--- config.mk ---
export PLATFORM = sky130hd
export DESIGN_NAME = pe_mac_sequencer_flat
export DESIGN_NICKNAME = d
export VERILOG_FILES = /design/src/rtl/pe_pkg.sv /design/src/rtl/pe_mac_sequencer_if.sv /design/src/rtl/pe_mac_unit.sv /design/src/rtl/pe_mac_sequencer.sv /design/src/flat_wrapper.sv
export SDC_FILE = /design/constraint.sdc
export NUM_CORES = 1
export LEC_CHECK = 0
export BUFFER_PORTS_ARGS = -buffer_cell sky130_fd_sc_hd__buf_2
export CAP_MARGIN = 30
export CORE_MARGIN = 8
export CORE_UTILIZATION = 55
export DETAILED_ROUTE_END_ITERATION = 7
export HOLD_SLACK_MARGIN = 0.03
export PLACE_DENSITY = 0.8
export SETUP_SLACK_MARGIN = 0.15
export SYNTH_ARGS = -nofsm -noshare
export SYNTH_HDL_FRONTEND = slang
export SYNTH_SLANG_ARGS = --single-unit
--- constraint.sdc ---
create_clock -name clk -period 7.4 [get_ports clk]
set_input_delay 0 -clock clk [delete_from_list [all_inputs] [get_ports clk]]
set_output_delay 0 -clock clk [all_outputs]
set_load 0.1 [all_outputs]
--- src/rtl/pe_pkg.sv ---
// Shared types, widths and result helper for the PE MAC sequencer.
// PE_MAC_SAT_EN selects saturating (defined) or truncating (default) psum results.
package pe_pkg;

  localparam int unsigned DATA_BITWIDTH = 16;
  localparam int unsigned ADDR_BITWIDTH = 9;
  localparam int unsigned ACC_BITWIDTH  = 32;
  localparam int unsigned LEN_BITWIDTH  = 9;

  typedef enum logic [1:0] {IDLE, READ, DRAIN, WRITE} state_e;

  // Reduces a sign-extended accumulator to a dw-bit result; caller keeps the low dw bits.
  function automatic logic [63:0] sat_trunc(input logic signed [63:0] acc, input int unsigned dw);
`ifdef PE_MAC_SAT_EN
    logic signed [63:0] hi;
    logic signed [63:0] lo;
    hi = (64'sd1 <<< (dw - 1)) - 64'sd1;
    lo = -(64'sd1 <<< (dw - 1));
    if (acc > hi) return hi;
    else if (acc < lo) return lo;
    else return acc;
`else
    return acc & ((64'd1 << dw) - 64'd1);
`endif
  endfunction

endpackage

--- src/rtl/pe_mac_sequencer_if.sv ---
// SPad-side bus of the MAC sequencer: ifmap/filter read ports and psum write port.
interface pe_mac_sequencer_if #(
  parameter int unsigned DATA_BITWIDTH = pe_pkg::DATA_BITWIDTH,
  parameter int unsigned ADDR_BITWIDTH = pe_pkg::ADDR_BITWIDTH
) ();

  logic                     ifmap_rd_req;
  logic [ADDR_BITWIDTH-1:0] ifmap_r_addr;
  logic [DATA_BITWIDTH-1:0] ifmap_r_data;
  logic                     filt_rd_req;
  logic [ADDR_BITWIDTH-1:0] filt_r_addr;
  logic [DATA_BITWIDTH-1:0] filt_r_data;
  logic                     psum_we;
  logic [ADDR_BITWIDTH-1:0] psum_w_addr;
  logic [DATA_BITWIDTH-1:0] psum_w_data;

  modport master (
    output ifmap_rd_req, ifmap_r_addr, filt_rd_req, filt_r_addr,
    output psum_we, psum_w_addr, psum_w_data,
    input  ifmap_r_data, filt_r_data
  );

  modport slave (
    input  ifmap_rd_req, ifmap_r_addr, filt_rd_req, filt_r_addr,
    input  psum_we, psum_w_addr, psum_w_data,
    output ifmap_r_data, filt_r_data
  );

endinterface

--- src/rtl/pe_mac_unit.sv ---
// Registered signed multiply-accumulate with synchronous clear and enable.
module pe_mac_unit #(
  parameter int unsigned DATA_BITWIDTH = pe_pkg::DATA_BITWIDTH,
  parameter int unsigned ACC_BITWIDTH  = pe_pkg::ACC_BITWIDTH
) (
  input  logic                            clk,
  input  logic                            reset,
  input  logic                            clear,
  input  logic                            en,
  input  logic signed [DATA_BITWIDTH-1:0] a,
  input  logic signed [DATA_BITWIDTH-1:0] b,
  output logic signed [ACC_BITWIDTH-1:0]  acc
);

  logic signed [2*DATA_BITWIDTH-1:0] prod;
  logic signed [ACC_BITWIDTH-1:0]    acc_d;
  logic signed [ACC_BITWIDTH-1:0]    acc_q;

  assign prod = a * b;

  always_comb begin
    acc_d = acc_q;
    if (clear) begin
      acc_d = '0;
    end else if (en) begin
      acc_d = acc_q + ACC_BITWIDTH'(prod);
    end
  end

  always_ff @(posedge clk) begin
    if (reset) begin
      acc_q <= '0;
    end else begin
      acc_q <= acc_d;
    end
  end

  assign acc = acc_q;

endmodule

--- src/rtl/pe_mac_sequencer.sv ---
// Issues N paired ifmap/filter SPad reads, accumulates the signed products and writes one psum.
// Build option PE_MAC_SAT_EN: saturate the psum instead of truncating it.
module pe_mac_sequencer #(
  parameter int unsigned DATA_BITWIDTH = pe_pkg::DATA_BITWIDTH,
  parameter int unsigned ADDR_BITWIDTH = pe_pkg::ADDR_BITWIDTH,
  parameter int unsigned ACC_BITWIDTH  = pe_pkg::ACC_BITWIDTH,
  parameter int unsigned LEN_BITWIDTH  = pe_pkg::LEN_BITWIDTH
) (
  input  logic                     clk,
  input  logic                     reset,
  input  logic                     start,
  input  logic [LEN_BITWIDTH-1:0]  filt_len,
  input  logic [ADDR_BITWIDTH-1:0] ifmap_base,
  input  logic [ADDR_BITWIDTH-1:0] filt_base,
  input  logic [ADDR_BITWIDTH-1:0] psum_addr,
  output logic                     busy,
  output logic                     done,
  pe_mac_sequencer_if.master       spad
);

  import pe_pkg::*;

  state_e                   state_q, state_d;
  logic [LEN_BITWIDTH-1:0]  len_q, len_d;
  logic [LEN_BITWIDTH-1:0]  idx_q, idx_d;
  logic [ADDR_BITWIDTH-1:0] ifmap_base_q, ifmap_base_d;
  logic [ADDR_BITWIDTH-1:0] filt_base_q, filt_base_d;
  logic [ADDR_BITWIDTH-1:0] psum_addr_q, psum_addr_d;
  logic                     rd_valid_q;
  logic                     mac_clear;
  logic signed [ACC_BITWIDTH-1:0] mac_acc;

  always_ff @(posedge clk) begin
    if (reset) begin
      state_q      <= IDLE;
      len_q        <= '0;
      idx_q        <= '0;
      ifmap_base_q <= '0;
      filt_base_q  <= '0;
      psum_addr_q  <= '0;
      rd_valid_q   <= 1'b0;
    end else begin
      state_q      <= state_d;
      len_q        <= len_d;
      idx_q        <= idx_d;
      ifmap_base_q <= ifmap_base_d;
      filt_base_q  <= filt_base_d;
      psum_addr_q  <= psum_addr_d;
      rd_valid_q   <= (state_q == READ);
    end
  end

  always_comb begin
    state_d      = state_q;
    len_d        = len_q;
    idx_d        = idx_q;
    ifmap_base_d = ifmap_base_q;
    filt_base_d  = filt_base_q;
    psum_addr_d  = psum_addr_q;
    mac_clear    = 1'b0;
    unique case (state_q)
      IDLE: begin
        if (start) begin
          len_d        = filt_len;
          ifmap_base_d = ifmap_base;
          filt_base_d  = filt_base;
          psum_addr_d  = psum_addr;
          idx_d        = '0;
          mac_clear    = 1'b1;
          // A zero-tap job still passes through DRAIN so latency stays N+2 for every N.
          state_d      = (filt_len == '0) ? DRAIN : READ;
        end
      end
      READ: begin
        idx_d = idx_q + LEN_BITWIDTH'(1);
        if (idx_q == len_q - LEN_BITWIDTH'(1)) state_d = DRAIN;
      end
      DRAIN:   state_d = WRITE;
      WRITE:   state_d = IDLE;
      default: state_d = IDLE;
    endcase
  end

  always_comb begin
    busy              = (state_q != IDLE);
    done              = (state_q == WRITE);
    spad.ifmap_rd_req = (state_q == READ);
    spad.filt_rd_req  = (state_q == READ);
    spad.ifmap_r_addr = '0;
    spad.filt_r_addr  = '0;
    spad.psum_we      = (state_q == WRITE);
    spad.psum_w_addr  = '0;
    spad.psum_w_data  = '0;
    if (state_q == READ) begin
      spad.ifmap_r_addr = ifmap_base_q + ADDR_BITWIDTH'(idx_q);
      spad.filt_r_addr  = filt_base_q + ADDR_BITWIDTH'(idx_q);
    end
    if (state_q == WRITE) begin
      spad.psum_w_addr = psum_addr_q;
      spad.psum_w_data = DATA_BITWIDTH'(sat_trunc(64'(mac_acc), DATA_BITWIDTH));
    end
  end

  // r_data is only meaningful the cycle after a read request.
  pe_mac_unit #(
    .DATA_BITWIDTH(DATA_BITWIDTH),
    .ACC_BITWIDTH (ACC_BITWIDTH)
  ) u_mac (
    .clk  (clk),
    .reset(reset),
    .clear(mac_clear),
    .en   (rd_valid_q),
    .a    (spad.ifmap_r_data),
    .b    (spad.filt_r_data),
    .acc  (mac_acc)
  );

endmodule

--- src/flat_wrapper.sv ---
// flat-port wrapper written by rule: the top's interface ports become plain ports
module pe_mac_sequencer_flat import pe_pkg::*;
#(
  parameter int unsigned DATA_BITWIDTH = pe_pkg::DATA_BITWIDTH,
  parameter int unsigned ADDR_BITWIDTH = pe_pkg::ADDR_BITWIDTH,
  parameter int unsigned ACC_BITWIDTH  = pe_pkg::ACC_BITWIDTH,
  parameter int unsigned LEN_BITWIDTH  = pe_pkg::LEN_BITWIDTH
)
  (clk, reset, start, filt_len, ifmap_base, filt_base, psum_addr, busy, done, spad_ifmap_rd_req, spad_ifmap_r_addr, spad_filt_rd_req, spad_filt_r_addr, spad_psum_we, spad_psum_w_addr, spad_psum_w_data, spad_ifmap_r_data, spad_filt_r_data);
  pe_mac_sequencer_if #(.DATA_BITWIDTH(DATA_BITWIDTH), .ADDR_BITWIDTH(ADDR_BITWIDTH)) spad_i ();
  input  logic clk;
  input  logic reset;
  input  logic start;
  input  logic [LEN_BITWIDTH-1:0] filt_len;
  input  logic [ADDR_BITWIDTH-1:0] ifmap_base;
  input  logic [ADDR_BITWIDTH-1:0] filt_base;
  input  logic [ADDR_BITWIDTH-1:0] psum_addr;
  output logic busy;
  output logic done;
  output wire logic [$bits(spad_i.ifmap_rd_req)-1:0] spad_ifmap_rd_req;
  output wire logic [$bits(spad_i.ifmap_r_addr)-1:0] spad_ifmap_r_addr;
  output wire logic [$bits(spad_i.filt_rd_req)-1:0] spad_filt_rd_req;
  output wire logic [$bits(spad_i.filt_r_addr)-1:0] spad_filt_r_addr;
  output wire logic [$bits(spad_i.psum_we)-1:0] spad_psum_we;
  output wire logic [$bits(spad_i.psum_w_addr)-1:0] spad_psum_w_addr;
  output wire logic [$bits(spad_i.psum_w_data)-1:0] spad_psum_w_data;
  input wire logic [$bits(spad_i.ifmap_r_data)-1:0] spad_ifmap_r_data;
  input wire logic [$bits(spad_i.filt_r_data)-1:0] spad_filt_r_data;
  assign spad_ifmap_rd_req = spad_i.ifmap_rd_req;
  assign spad_ifmap_r_addr = spad_i.ifmap_r_addr;
  assign spad_filt_rd_req = spad_i.filt_rd_req;
  assign spad_filt_r_addr = spad_i.filt_r_addr;
  assign spad_psum_we = spad_i.psum_we;
  assign spad_psum_w_addr = spad_i.psum_w_addr;
  assign spad_psum_w_data = spad_i.psum_w_data;
  assign spad_i.ifmap_r_data = spad_ifmap_r_data;
  assign spad_i.filt_r_data = spad_filt_r_data;
  pe_mac_sequencer #(.DATA_BITWIDTH(DATA_BITWIDTH), .ADDR_BITWIDTH(ADDR_BITWIDTH), .ACC_BITWIDTH(ACC_BITWIDTH), .LEN_BITWIDTH(LEN_BITWIDTH)) u_core (.clk(clk), .reset(reset), .start(start), .filt_len(filt_len), .ifmap_base(ifmap_base), .filt_base(filt_base), .psum_addr(psum_addr), .busy(busy), .done(done), .spad(spad_i));
endmodule
* Word-level counts from Yosys, hierarchy flattened
Index checks and enable logic that the tools add are counted.
** Storage, ports and cells
- Output and inout bits :: 48
- Bits in writable memories :: 0
- Logic and storage cells :: 40
- Memories kept :: 0
- Bits in read-only memories :: 0
- Bits in registers :: 80
- Input bits :: 71
- Bits in latches :: 0
** Cells by class
- Div/mod/pow operators :: 0
- Multiplexer cells :: 12
- Shift operators :: 0
- Reduce and logical (&&, ||, !) cells :: 8
- Bitwise operators :: 0
- Order comparisons :: 0
- Add/subtract/negate cells :: 5
- Equality and inequality tests :: 6
- $mul :: 1
** Operators with widths (count)
- $mux 9 :: 4
- $add 32x32->32 :: 1
- $mul 16x16->32 :: 1
- $add 9x9->9 :: 2
- $pmux 9 s2 :: 1
- $mux 16 :: 1
- $add 9x1->9 const B :: 1
- $eq 9x9->1 :: 1
- $logic_not 9->1 :: 1
- $sub 9x1->9 const B :: 1
- $pmux 2 s4 :: 1
- $mux 2 :: 3
- $reduce_and 2->1 :: 3
- $eq 2x2->1 const B :: 2
- $reduce_bool 2->1 :: 2
- $eq 2x1->1 const B :: 1
- $logic_not 2->1 :: 1
- $mux 1 :: 2
- $ne 2x1->1 const B :: 1
- $ne 2x2->1 const B :: 1
- $reduce_or 2->1 :: 1

* Logic depth before layout (Yosys ltp)
Gate-level depths: netlist of run 1.
- Word-level depth :: 4
- Gate-level depth with buffers :: 23
- Mapped depth without buffers :: 22

* Hierarchy
A second synthesis of run 1 with hierarchy kept.
** Unflattened totals
- Cells, all modules :: 1691
- Area total of the unflattened synthesis :: 15049.4 sq um
** By module, submodules not included
- pe_mac_unit :: sequential area each 640.6 sq um, times used 1, cells an instance 1284, area an instance 11965.2 sq um
- pe_mac_sequencer :: sequential area each 960.9 sq um, times used 1, cells an instance 407, area an instance 3084.2 sq um

* Worst setup path after synthesis of run 1
No wires, ideal clock.
- Path kind :: input -> register
- Start point :: in spad_ifmap_r_data[5]
- End point :: reg u_core.u_mac.acc_q[15] (netlist: u_core.u_mac.acc[15])
- Required time :: 7272 ps
- Buffers on the path :: 1
- Setup slack :: 2205 ps
- Arrival :: 5067 ps
- Cell stages on the path :: 23
- Cells stage by stage :: clkbuf_1 -> and2_1 -> fa_1 -> inv_1 -> fa_1 -> inv_1 -> fa_1 -> inv_1 -> fa_1 -> inv_1 -> fa_1 -> inv_1 -> fa_1 -> inv_1 -> ha_1 -> and2_1 -> o21ai_0 -> nand2_1 -> a211o_1 -> a31oi_1 -> xnor2_1 -> mux2i_1 -> nor2_1
** Between the ends
- Word-level cells in the longest chain between the ends :: 2
** Ends and longest elaborated chain
- start, declared :: RTL line flat_wrapper.sv:27 : input wire logic [$bits(spad_i.ifmap_r_data)-1:0] spad_ifmap_r_data;
- $mul 16x16->32 :: RTL line pe_mac_unit.sv:19 : assign prod = a * b;
- $add 32x32->32 :: RTL line pe_mac_unit.sv:26 : acc_d = acc_q + ACC_BITWIDTH'(prod);
- end signal, assigned :: RTL line pe_mac_unit.sv:32 : acc_q <= '0;
- end signal, assigned :: RTL line pe_mac_unit.sv:34 : acc_q <= acc_d;
- end, declared :: RTL line pe_mac_unit.sv:17 : logic signed [ACC_BITWIDTH-1:0] acc_q;
No other way between the ends.
A chain may end at the register's enable or synchronous reset.

* Worst setup path after layout of run 1
Ends and elaborated chain as after synthesis.

==> results_dict.tcl, run 1 <==
set metrics [dict create \
    ant_nets 0 \
    die_area_mm2 0.0191 \
    cp_data_arrival_time_ns 5.37 \
    clock-sinks 64 \
    slowest_delay_ns 0.54 \
    yosysSeqAreaShare 0.156 \
    power_frac_seq 0.138 \
    endpoint "u_core.u_mac.acc[15]" \
    power_switching_share 0.470 \
    cts_buffer_depth 2 \
    critPathLaunchType "primary input" \
    gp_congestion 0.903 \
    firstDrtPassIters 6 \
    p_int_mw 1.82 \
    worst-path-max-fanout 11 \
    synth_cells 988 \
    synthArstFlopShare 0 \
    hold_viol 0 \
    syn_area_per_cell_um2 8.32 \
    yosysWarnings 0 \
    fmax_mhz 193 \
    synth_fp_nets 1242 \
    min_path_type "in -> reg" \
    die_w_um 138 \
    regToRegStartpoint "u_core.u_mac.acc[4]" \
    cts.repair.resized 0 \
    cts_tree "yes" \
    grt_usage 0.213 \
    crit_type "in -> reg" \
    finalMaxSlewViolations 0 \
    grt_pass1_vias 7187 \
    fin_crit_sh 0.700 \
    path_cells "buf_2, and2_1, fa_1, inv_1, fa_1, inv_1, fa_1, inv_1, fa_1, inv_1, fa_1, inv_1, fa_1, inv_1, ha_1, and2_1, o21ai_0, nand2_1, a211o_1, a31oi_1, xnor2_1, mux2i_1, nor2_1" \
    core_region_area_mm2 0.0146 \
    route.detailed.drc 0 \
    ir_worst_vdd_mv 0.356 \
    combPwrFrac 0.718 \
    synth_area_mm2 0.00822 \
    critPathSlowestCell "fa_1" \
    r2r_cells 18 \
    fill_cells 1184 \
    slew_headroom 0.356 \
    via_per_inst 5.18 \
    crit_start "spad_ifmap_r_data[5]" \
    routed_wl_um 20300 \
    vias 6776 \
    synth_cell_type_count 48 \
    clock_latency_ns 0.33 \
    path_delay_family "adder cells" \
    area_delta_synth_final_pct 16.9 \
    fin_nets 1371 \
    ys_ff_latch 64 \
    root_buffer "clkbuf_16" \
    synth_flop_cell "dfxtp_1" \
    cts_setup_buffers 0 \
    rr_endpoint "u_core.u_mac.acc[14]" \
    worst_ep_required_time_ns 7.59 \
    outcome "finished, final reports clean" \
    cp.depth 23 \
    setup_viol 0 \
    end_kind "flop" \
    cts-htree-levels 3 \
    grt_setup_unrepaired "no" \
    finalSetupTns_ns 0 \
    dp_hpwl_um 15900 \
    clkPwrFrac 0.144 \
    first_iter_violations 538 \
    finalCriticalPeriod_ns 5.18 \
    ios 119 \
    ff2ff_setup_slack_ns 2.71 \
    layout_common_cells "184 x inv_1, 134 x nand2_1, 122 x and2_1, 118 x buf_2, 95 x fa_1" \
    wire_per_inst_um 15.5 \
    rows 44 \
    maxCapViolations 0 \
    clk_pin_slew_ns 0.05 \
    grt_max_degree 44 \
    finClkSkew_ns 0.00721 \
    die_h_um 138 \
    grt_first_pass_wirelength_um 34100 \
    power.switching_mw 1.61 \
    worst-path-buf-inv 7 \
    final_common_cell "inv_1" \
    tightest_slew_ns 0.964 \
    leakage_nw 4.89 \
    port_buffers 118 \
    synth_edf_count 0 \
    initial_core_util 0.563 \
    drive_gt1_frac 0.131 \
    antenna_found_initial 1 \
    p_per_area_mw_per_mm2 357 \
    cts_buffers 9 \
    finish.utilization 0.658 \
    overflow 0 \
]
area by class of cell:
class	instances	area, um2	area share
diodes	1	2.50	0.000260
clock buffers	11	243	0.0253
clock inverters	5	104	0.0108
inverters	184	691	0.0719
multi-input cells	701	6070	0.632
flip-flops and latches	64	1280	0.133
well taps	184	230	0.0240
repair buffers	157	981	0.102
registers in the layout, indices dropped and copies added (netlist names):
signal,cells
u_core.ifmap_base_q,9
u_core.state_q,2
u_core.psum_addr_q,9
u_core.idx_q,9
u_core.filt_base_q,9
u_core.u_mac.acc,16
u_core.rd_valid_q,1
u_core.len_q,9
per-stage QoR:
| stage | worst slack, ns | total power, mW | cell area, um2 | hold WS, ns | instances |
|---|---|---|---|---|---|
| final | 2.22 | 3.43 | 9610 | 0.175 | 1307 |
| after CTS | 2.21 | 3.46 | 9590 | 0.167 | 1305 |
| after global routing | 2.00 | 3.78 | 9610 | 0.252 | 1307 |
| after floorplan | 2.20 | 2.44 | 8220 | 0.136 | 988 |
| after detailed placement | 1.89 | 2.93 | 8880 | 0.246 | 1253 |
| after global placement | 2.01 | 2.83 | 8880 | 0.242 | 1253 |
worst min path at each step:
| stage | endpoint | startpoint | cells past startpoint | slack, ns |
|---|---|---|---|---|
| floorplan | u_core.psum_addr_q[0] | psum_addr[0] | 2 | 0.14 |
| finish | u_core.idx_q[1] | start | 4 | 0.18 |
| global route | u_core.idx_q[1] | start | 4 | 0.25 |
| detailed placement | u_core.ifmap_base_q[3] | ifmap_base[3] | 3 | 0.25 |
| global placement | u_core.psum_addr_q[1] | psum_addr[1] | 3 | 0.24 |
| CTS | u_core.idx_q[1] | start | 4 | 0.17 |
logic make-up after synthesis:
kind of cell	share of synthesized area
flip-flops	0.156
AO/OA/AOI/OAI	0.0789
AND/OR/NAND/NOR	0.198
multiplexers	0.0183
adder cells (fa/ha/maj)	0.366
XOR/XNOR	0.0790
buffers and inverters	0.105
Yosys cell counts, types with 9 or more instances:
cell type | number | share of area
o21bai_1 | 9 | 0.0082
mux2i_1 | 15 | 0.018
fa_1 | 95 | 0.23
ha_1 | 88 | 0.13
dfxtp_1 | 64 | 0.16
xor2_1 | 21 | 0.022
inv_1 | 184 | 0.084
xnor2_1 | 48 | 0.051
clkbuf_1 | 27 | 0.012
a21o_1 | 9 | 0.0082
and2_1 | 122 | 0.093
nor2_1 | 35 | 0.016
a21oi_1 | 59 | 0.036
nand2_1 | 134 | 0.061
repair_timing:
action / in CTS / in global routing
hold endpoints to repair: 37 / 0
hold buffers: 36 / 0
endpoints found under the setup margin: 0 / 0
layer usage:
layer	global-route usage	routed length (um)
met4	0.0664	589
met5	0	0
met1	0.251	8200
met2	0.381	10300
met3	0.0428	1210
power groups by stage:
stage | logic (mW) | registers, mW | clock network, mW
after detailed placement | 2.45 | 0.481 | 0
after global routing | 2.78 | 0.483 | 0.517
after CTS | 2.48 | 0.474 | 0.501
final | 2.46 | 0.473 | 0.492
after floorplan | 1.99 | 0.451 | 0
after global placement | 2.35 | 0.480 | 0
worst register-to-register path, stage by stage (launching register included):
cell and delay [ns]:
dfxtp_1 0.33, ha_1 0.29, inv_1 0.05, fa_1 0.49, inv_1 0.04, ha_1 0.28
ha_1 0.27, inv_1 0.05, fa_1 0.59, inv_1 0.06, ha_1 0.28, a21o_1 0.18
a21o_1 0.22, a2111oi_2 0.37, o21bai_1 0.18, a311oi_2 0.37, a21oi_1 0.14, xnor2_1 0.14
a211oi_1 0.24
Note: power is estimated with default switching activity, not from simulation.
==> run 2, diff against run 1 <==
--- a/config.mk
+++ b/config.mk
@@ -5,13 +5,14 @@
 export SDC_FILE = /design/constraint.sdc
 export NUM_CORES = 1
 export LEC_CHECK = 0
+export ABC_AREA = 1
 export BUFFER_PORTS_ARGS = -buffer_cell sky130_fd_sc_hd__buf_2
 export CAP_MARGIN = 30
 export CORE_MARGIN = 8
-export CORE_UTILIZATION = 55
+export CORE_UTILIZATION = 54
 export DETAILED_ROUTE_END_ITERATION = 7
 export HOLD_SLACK_MARGIN = 0.03
-export PLACE_DENSITY = 0.8
+export PLACE_DENSITY = 0.82
 export SETUP_SLACK_MARGIN = 0.15
 export SYNTH_ARGS = -nofsm -noshare
 export SYNTH_HDL_FRONTEND = slang
==> constraint.sdc (replaced) <==
create_clock -name clk -period 4.2 [get_ports clk]
set_input_delay 0 -clock clk [delete_from_list [all_inputs] [get_ports clk]]
set_output_delay 0 -clock clk [all_outputs]
set_load 0.1 [all_outputs]
==> run 2 against run 1 <==
Net effect:
- the run now ends with negative setup slack left
- flip-flop and latch count unchanged
- synthesized cell count increased by 28%
- non-clock buffer count increased by 86
- critical endpoint is now u_core.u_mac.acc[13]
- largest cell class unchanged
- largest power group unchanged
==> results_dict.tcl, run 2 <==
set metrics [dict create \
    cts_buffers 9 \
    rows 46 \
    die_area_mm2 0.0203 \
    dp.cells 1637 \
    multi_input_area_mm2 0.00624 \
    worst_ep_required_time_ns 4.48 \
    synth_cell_type_count 38 \
    crit_top_cell "inv_1" \
    p_int_mw 4.29 \
    setup_viol 6 \
    critPathLaunchType "primary input" \
    layout_common_cells "333 x inv_1, 271 x nand2_1, 104 x nor2_1, 101 x buf_2, 93 x fa_1" \
    fmax_mhz 224 \
    synthTopCellsByArea "fa_1 22%, inv_1 15%, dfxtp_1 15%, ha_1 13%, nand2_1 12%" \
    synth_area_mm2 0.00864 \
    post-place-ws_ns -0.605 \
    crit_type "in -> reg" \
    finish.utilization 0.713 \
    cts_buffer_depth 2 \
    synth_top_area_share 0.220 \
    fin_crit_sh 1.06 \
    clk_pin_slew_ns 0.05 \
    synth_common_cells "356 x inv_1, 283 x nand2_1, 107 x nor2_1" \
    dr.max_layer_used "met5" \
    grt_pass1_vias 8873 \
    antenna_found_initial 2 \
    route.detailed.drc 0 \
    finalSetupTns_ns -0.881 \
    ir_worst_vdd_mv 0.649 \
    violations "negative setup slack" \
    synthArstFlopShare 0 \
    grt_max_degree 43 \
    regToRegStartpoint "u_core.u_mac.acc[8]" \
    worst-path-max-fanout 4 \
    vias 8675 \
    leakage_nw 6.71 \
    gp_congestion 0.879 \
    cts-htree-levels 3 \
    ant_nets 0 \
    drive_gt1_frac 0.210 \
    finalCriticalPeriod_ns 4.46 \
    final_area_mm2 0.0113 \
    grt_usage 0.258 \
    finClkSkew_ns 0.00454 \
    synth_edf_count 0 \
    timing.final.ws_setup_ns -0.261 \
    area_delta_synth_final_pct 30.3 \
    min_from "start" \
    grt_setup_unrepaired "yes" \
    path_cells "buf_4, nand2_1, inv_1, fa_1, inv_1, fa_1, inv_1, fa_2, ha_4, fa_1, inv_1, fa_1, inv_2, ha_4, nand4_1, o21bai_4, nand2_1, nand2_1, a21oi_2, or2_4, nand3_2, nand2_1, inv_1" \
    instances_no_fill 1700 \
    core_region_area_mm2 0.0158 \
    initial_core_util 0.548 \
    hold_ws_ns 0.168 \
    power_switching_share 0.512 \
    wl_met2_um 12800 \
    final_common_cell "inv_1" \
    root_buffer "clkbuf_16" \
    clock-sinks 64 \
    met3_length_um 2110 \
    wire_per_inst_um 15.6 \
    tightest_slew_ns 1.01 \
    combPwrFrac 0.823 \
    fill_cells 1147 \
    dpl-instance-area_mm2 0.0101 \
    path_delay_family "adder cells" \
    fin_nets 1732 \
    dp_hpwl_um 19300 \
    overflow 0 \
    wl_met1_um 10600 \
    routed_wl_um 26500 \
    port_buffers 118 \
    min_path_type "in -> reg" \
    cts_tree "yes" \
    final-seq-area_mm2 0.00129 \
    outcome "finished with violations" \
    syn_area_per_cell_um2 6.81 \
    yosysWarnings 0 \
    ys_ff_latch 64 \
    yosysSeqAreaShare 0.148 \
    via_per_inst 5.10 \
    crit_start "spad_ifmap_r_data[4]" \
    die_h_um 142 \
    largest_reg_flops 16 \
    die_w_um 142 \
    power_frac_seq 0.100 \
    finalMaxSlewViolations 0 \
    synth_cells 1269 \
    end_kind "flop" \
    yosys.area.top_type "fa_1" \
    worst-path-buf-inv 7 \
    grt_first_pass_wirelength_um 42000 \
    synth_flop_cell "dfxtp_1" \
    p_total_mw 8.79 \
    firstDrtPassIters 6 \
    cp_data_arrival_time_ns 4.74 \
    maxCapViolations 0 \
    synth_most_common_cell "inv_1" \
    first_iter_violations 513 \
    clkPwrFrac 0.077 \
    slowest_delay_ns 0.57 \
    synth_fp_nets 1523 \
    p_per_area_mw_per_mm2 781 \
    power.switching_mw 4.50 \
    clock_latency_ns 0.33 \
    ios 119 \
    slew_headroom 0.323 \
    critPathSlowestCell "fa_1" \
    hold_viol 0 \
]
## run 2: cell families after synthesis
group	share of synthesized area
AND/OR/NAND/NOR	0.209
buffers and inverters	0.178
adder cells (fa/ha/maj)	0.348
AO/OA/AOI/OAI	0.0821
flip-flops	0.148
XOR/XNOR	0.0355
## run 2: final timing paths
check        slack (ns)  depth (start not counted)                   end
max               -0.26                         23  u_core.u_mac.acc[13]
min                0.17                          4     u_core.state_q[0]
max reg2reg       -0.11                         19  u_core.u_mac.acc[13]
min reg2reg        0.49                          2   u_core.u_mac.acc[3]
## run 2: tightest hold or removal path, cell delays in order
cell and delay (ns):
buf_2 0.10, or2_2 0.18, a21oi_1 0.08, nor2_1 0.09
## run 2: cell type report
cell class,count,share of cell area
diodes,1,0.000222
clock inverters,3,0.00156
repair buffers,243,0.163
flip-flops and latches,64,0.114
inverters,358,0.120
multi-input cells,802,0.554
well taps,216,0.0240
clock buffers,13,0.0222
## run 2: routing by layer
layer | global-route usage | vias up
met1 | 0.305 | 4063
met4 | 0.113 | 2
met2 | 0.440 | 386
li1 | - | 4145
met3 | 0.0597 | 79
met5 | 0 | -
## run 2: timing repair
action	CTS	global route
resized for setup	45	85
endpoints found under the setup margin	8	8
setup buffers	2	7
hold endpoints to repair	39	0
hold buffers	37	0
pin swaps	13	65
## run 2: power groups by stage
stage	sequential, mW	combinational (mW)	clock, mW
floorplan	0.832	4.32	0
global route	0.889	7.88	0.706
finish	0.876	7.24	0.679
CTS	0.864	6.16	0.686
global placement	0.870	5.70	0
detailed placement	0.875	5.88	0
==> run 3, diff against run 2 <==
--- a/config.mk
+++ b/config.mk
@@ -9,11 +9,13 @@
 export BUFFER_PORTS_ARGS = -buffer_cell sky130_fd_sc_hd__buf_2
 export CAP_MARGIN = 30
 export CORE_MARGIN = 8
-export CORE_UTILIZATION = 54
+export CORE_UTILIZATION = 55
+export CTS_BUF_LIST = sky130_fd_sc_hd__clkbuf_4
 export DETAILED_ROUTE_END_ITERATION = 7
 export HOLD_SLACK_MARGIN = 0.03
-export PLACE_DENSITY = 0.82
+export PLACE_DENSITY = 0.83
 export SETUP_SLACK_MARGIN = 0.15
+export SLEW_MARGIN = 20
 export SYNTH_ARGS = -nofsm -noshare
 export SYNTH_HDL_FRONTEND = slang
 export SYNTH_SLANG_ARGS = --single-unit
==> constraint.sdc (replaced) <==
create_clock -name clk -period 3.9 [get_ports clk]
set_input_delay 0 -clock clk [delete_from_list [all_inputs] [get_ports clk]]
set_output_delay 0 -clock clk [all_outputs]
set_load 0.1 [all_outputs]
==> run 3 against run 2 <==
Net effect:
- the run still ends with negative setup slack left
- setup slack worse by 0.22 ns
- core utilization is 1.0 points higher
- global-route usage down 0.094 points
- sequential power is 7.3% higher
- clock skew up 0.019 ns
- power up 7.6%
- via count increased by 0.80%
- non-clock buffer count rose by 21
- clock-buffer cell count is 4 lower
- register-to-register slack got worse by 0.17 ns
- hold slack better by 0.14 ns
- critical path type unchanged
- largest cell class unchanged
- highest routed layer unchanged
==> results_dict.tcl, run 3 (same netlist as run 2, synthesis figures left out) <==
set metrics [dict create \
    final-seq-area_mm2 0.00129 \
    p_per_area_mw_per_mm2 838 \
    via_per_inst 5.08 \
    setup_viol 7 \
    timing.final.ws_setup_ns -0.481 \
    vias 8744 \
    final_common_cell "inv_1" \
    finish.utilization 0.723 \
    outcome "finished with violations" \
    firstDrtPassIters 5 \
    rows 46 \
    critPathLaunchType "primary input" \
    cts_buffer_depth 2 \
    p_total_mw 9.46 \
    ir_worst_vdd_mv 0.810 \
    clock_latency_ns 0.45 \
    layout_common_cells "330 x inv_1, 267 x nand2_1, 105 x buf_2, 102 x nor2_1, 95 x buf_4" \
    violations "negative setup slack" \
    antenna_found_initial 2 \
    worst_ep_required_time_ns 4.25 \
    largest_reg_flops 16 \
    overflow 0 \
    finalCriticalPeriod_ns 4.38 \
    tightest_slew_ns 0.959 \
    final_area_mm2 0.0113 \
    core_region_area_mm2 0.0156 \
    gp_congestion 0.861 \
    fill_cells 1043 \
    fmax_mhz 228 \
    crit_type "in -> reg" \
    clk_pin_slew_ns 0.12 \
    critPathSlowestCell "fa_1" \
    port_buffers 118 \
    end_kind "flop" \
    ios 119 \
    grt_setup_unrepaired "yes" \
    die_w_um 141 \
    min_path_type "in -> reg" \
    grt_pass1_vias 8845 \
    root_buffer "clkbuf_4" \
    wire_per_inst_um 15.2 \
    fin_nets 1753 \
    worst-path-max-fanout 8 \
    grt_usage 0.257 \
    clock-sinks 64 \
    crit_top_cell "fa_1" \
    maxCapViolations 0 \
    slowest_delay_ns 0.60 \
    drive_gt1_frac 0.233 \
    cts_buffers 9 \
    routed_wl_um 26100 \
    dp_hpwl_um 19000 \
    fin_crit_sh 1.12 \
    ant_nets 0 \
    cts-htree-levels 3 \
    die_area_mm2 0.0200 \
    grt_max_degree 39 \
    grt_first_pass_wirelength_um 41500 \
    cp_data_arrival_time_ns 4.73 \
    leakage_nw 6.73 \
    multi_input_area_mm2 0.00627 \
    path_cells "buf_12, nand2_4, inv_2, fa_1, inv_2, fa_1, inv_2, fa_1, inv_1, fa_1, inv_1, fa_1, inv_1, fa_1, inv_2, ha_4, buf_6, nand4_1, o311ai_2, inv_1, nand2_1, nand3_1, nand2_1, inv_1" \
    hold_viol 0 \
    finalMaxSlewViolations 0 \
    initial_core_util 0.554 \
    die_h_um 141 \
    finalSetupTns_ns -2.15 \
    finClkSkew_ns 0.0237 \
    area_delta_synth_final_pct 30.7 \
    dpl-instance-area_mm2 0.0103 \
    slew_headroom 0.360 \
    first_iter_violations 650 \
    route.detailed.drc 0 \
    cts_tree "yes" \
]
run 3: cell type report:
class / instances / area share
Clock inverter: 7 / 0.00843
Clock buffer: 9 / 0.00599
Antenna cell: 1 / 0.000222
Tap cell: 216 / 0.0239
Inverter: 358 / 0.119
Multi-Input combinational cell: 802 / 0.556
Timing Repair Buffer: 264 / 0.172
Sequential cell: 64 / 0.115
run 3: metrics by stage:
stage / worst slack, ns / instances / hold slack (ns)
final: -0.481 / 1721 / 0.304
after global routing: -0.655 / 1720 / 0.341
after CTS: -0.331 / 1716 / 0.294
after detailed placement: -0.881 / 1654 / 0.228
after global placement: -0.804 / 1654 / 0.221
after floorplan: -0.583 / 1269 / 0.0691
run 3: worst max-delay path, delay by kind of cell:
family | cells | cell delay [ns]
buffers and inverters | 11 | 0.69
AND/OR/NAND/NOR | 5 | 0.38
AO/OA/AOI/OAI | 1 | 0.28
adder cells (fa/ha/maj) | 7 | 3.40
run 3: power by group:
part | switching (mW) | total, mW | leakage [nW] | internal (mW)
Clock | 0.285 | 0.546 | 0.0863 | 0.261
Sequential | 0.139 | 0.940 | 0.529 | 0.801
Combinational | 4.34 | 7.97 | 6.11 | 3.63
Total | 4.76 | 9.46 | 6.73 | 4.69
run 3: path summary, 6_finish.rpt:
kind / start / endpoint / slack (ns) / cells past startpoint
min reg2reg: u_core.u_mac.acc[0] / u_core.u_mac.acc[0] / 0.50 / 2
max: spad_filt_r_data[4] / u_core.u_mac.acc[15] / -0.48 / 24
min: spad_filt_r_data[1] / u_core.u_mac.acc[1] / 0.30 / 7
max reg2reg: u_core.u_mac.acc[8] / u_core.u_mac.acc[13] / -0.28 / 19
run 3: layer usage:
layer  up-vias  track usage  wire [um]
li1       4181            -          -
met1      4089        0.301      10200
met2       383        0.452      12900
met3        87       0.0484       1980
met4         4        0.113       1020
met5         -            0         21
run 3: timing repair:
item,4_1_cts,5_1_grt
buffers inserted,8,3
gates resized for setup,70,41
pin swaps,46,25
setup endpoints to repair,9,10
gates cloned,0,0
hold buffers,38,0
endpoints found under the hold margin,42,0
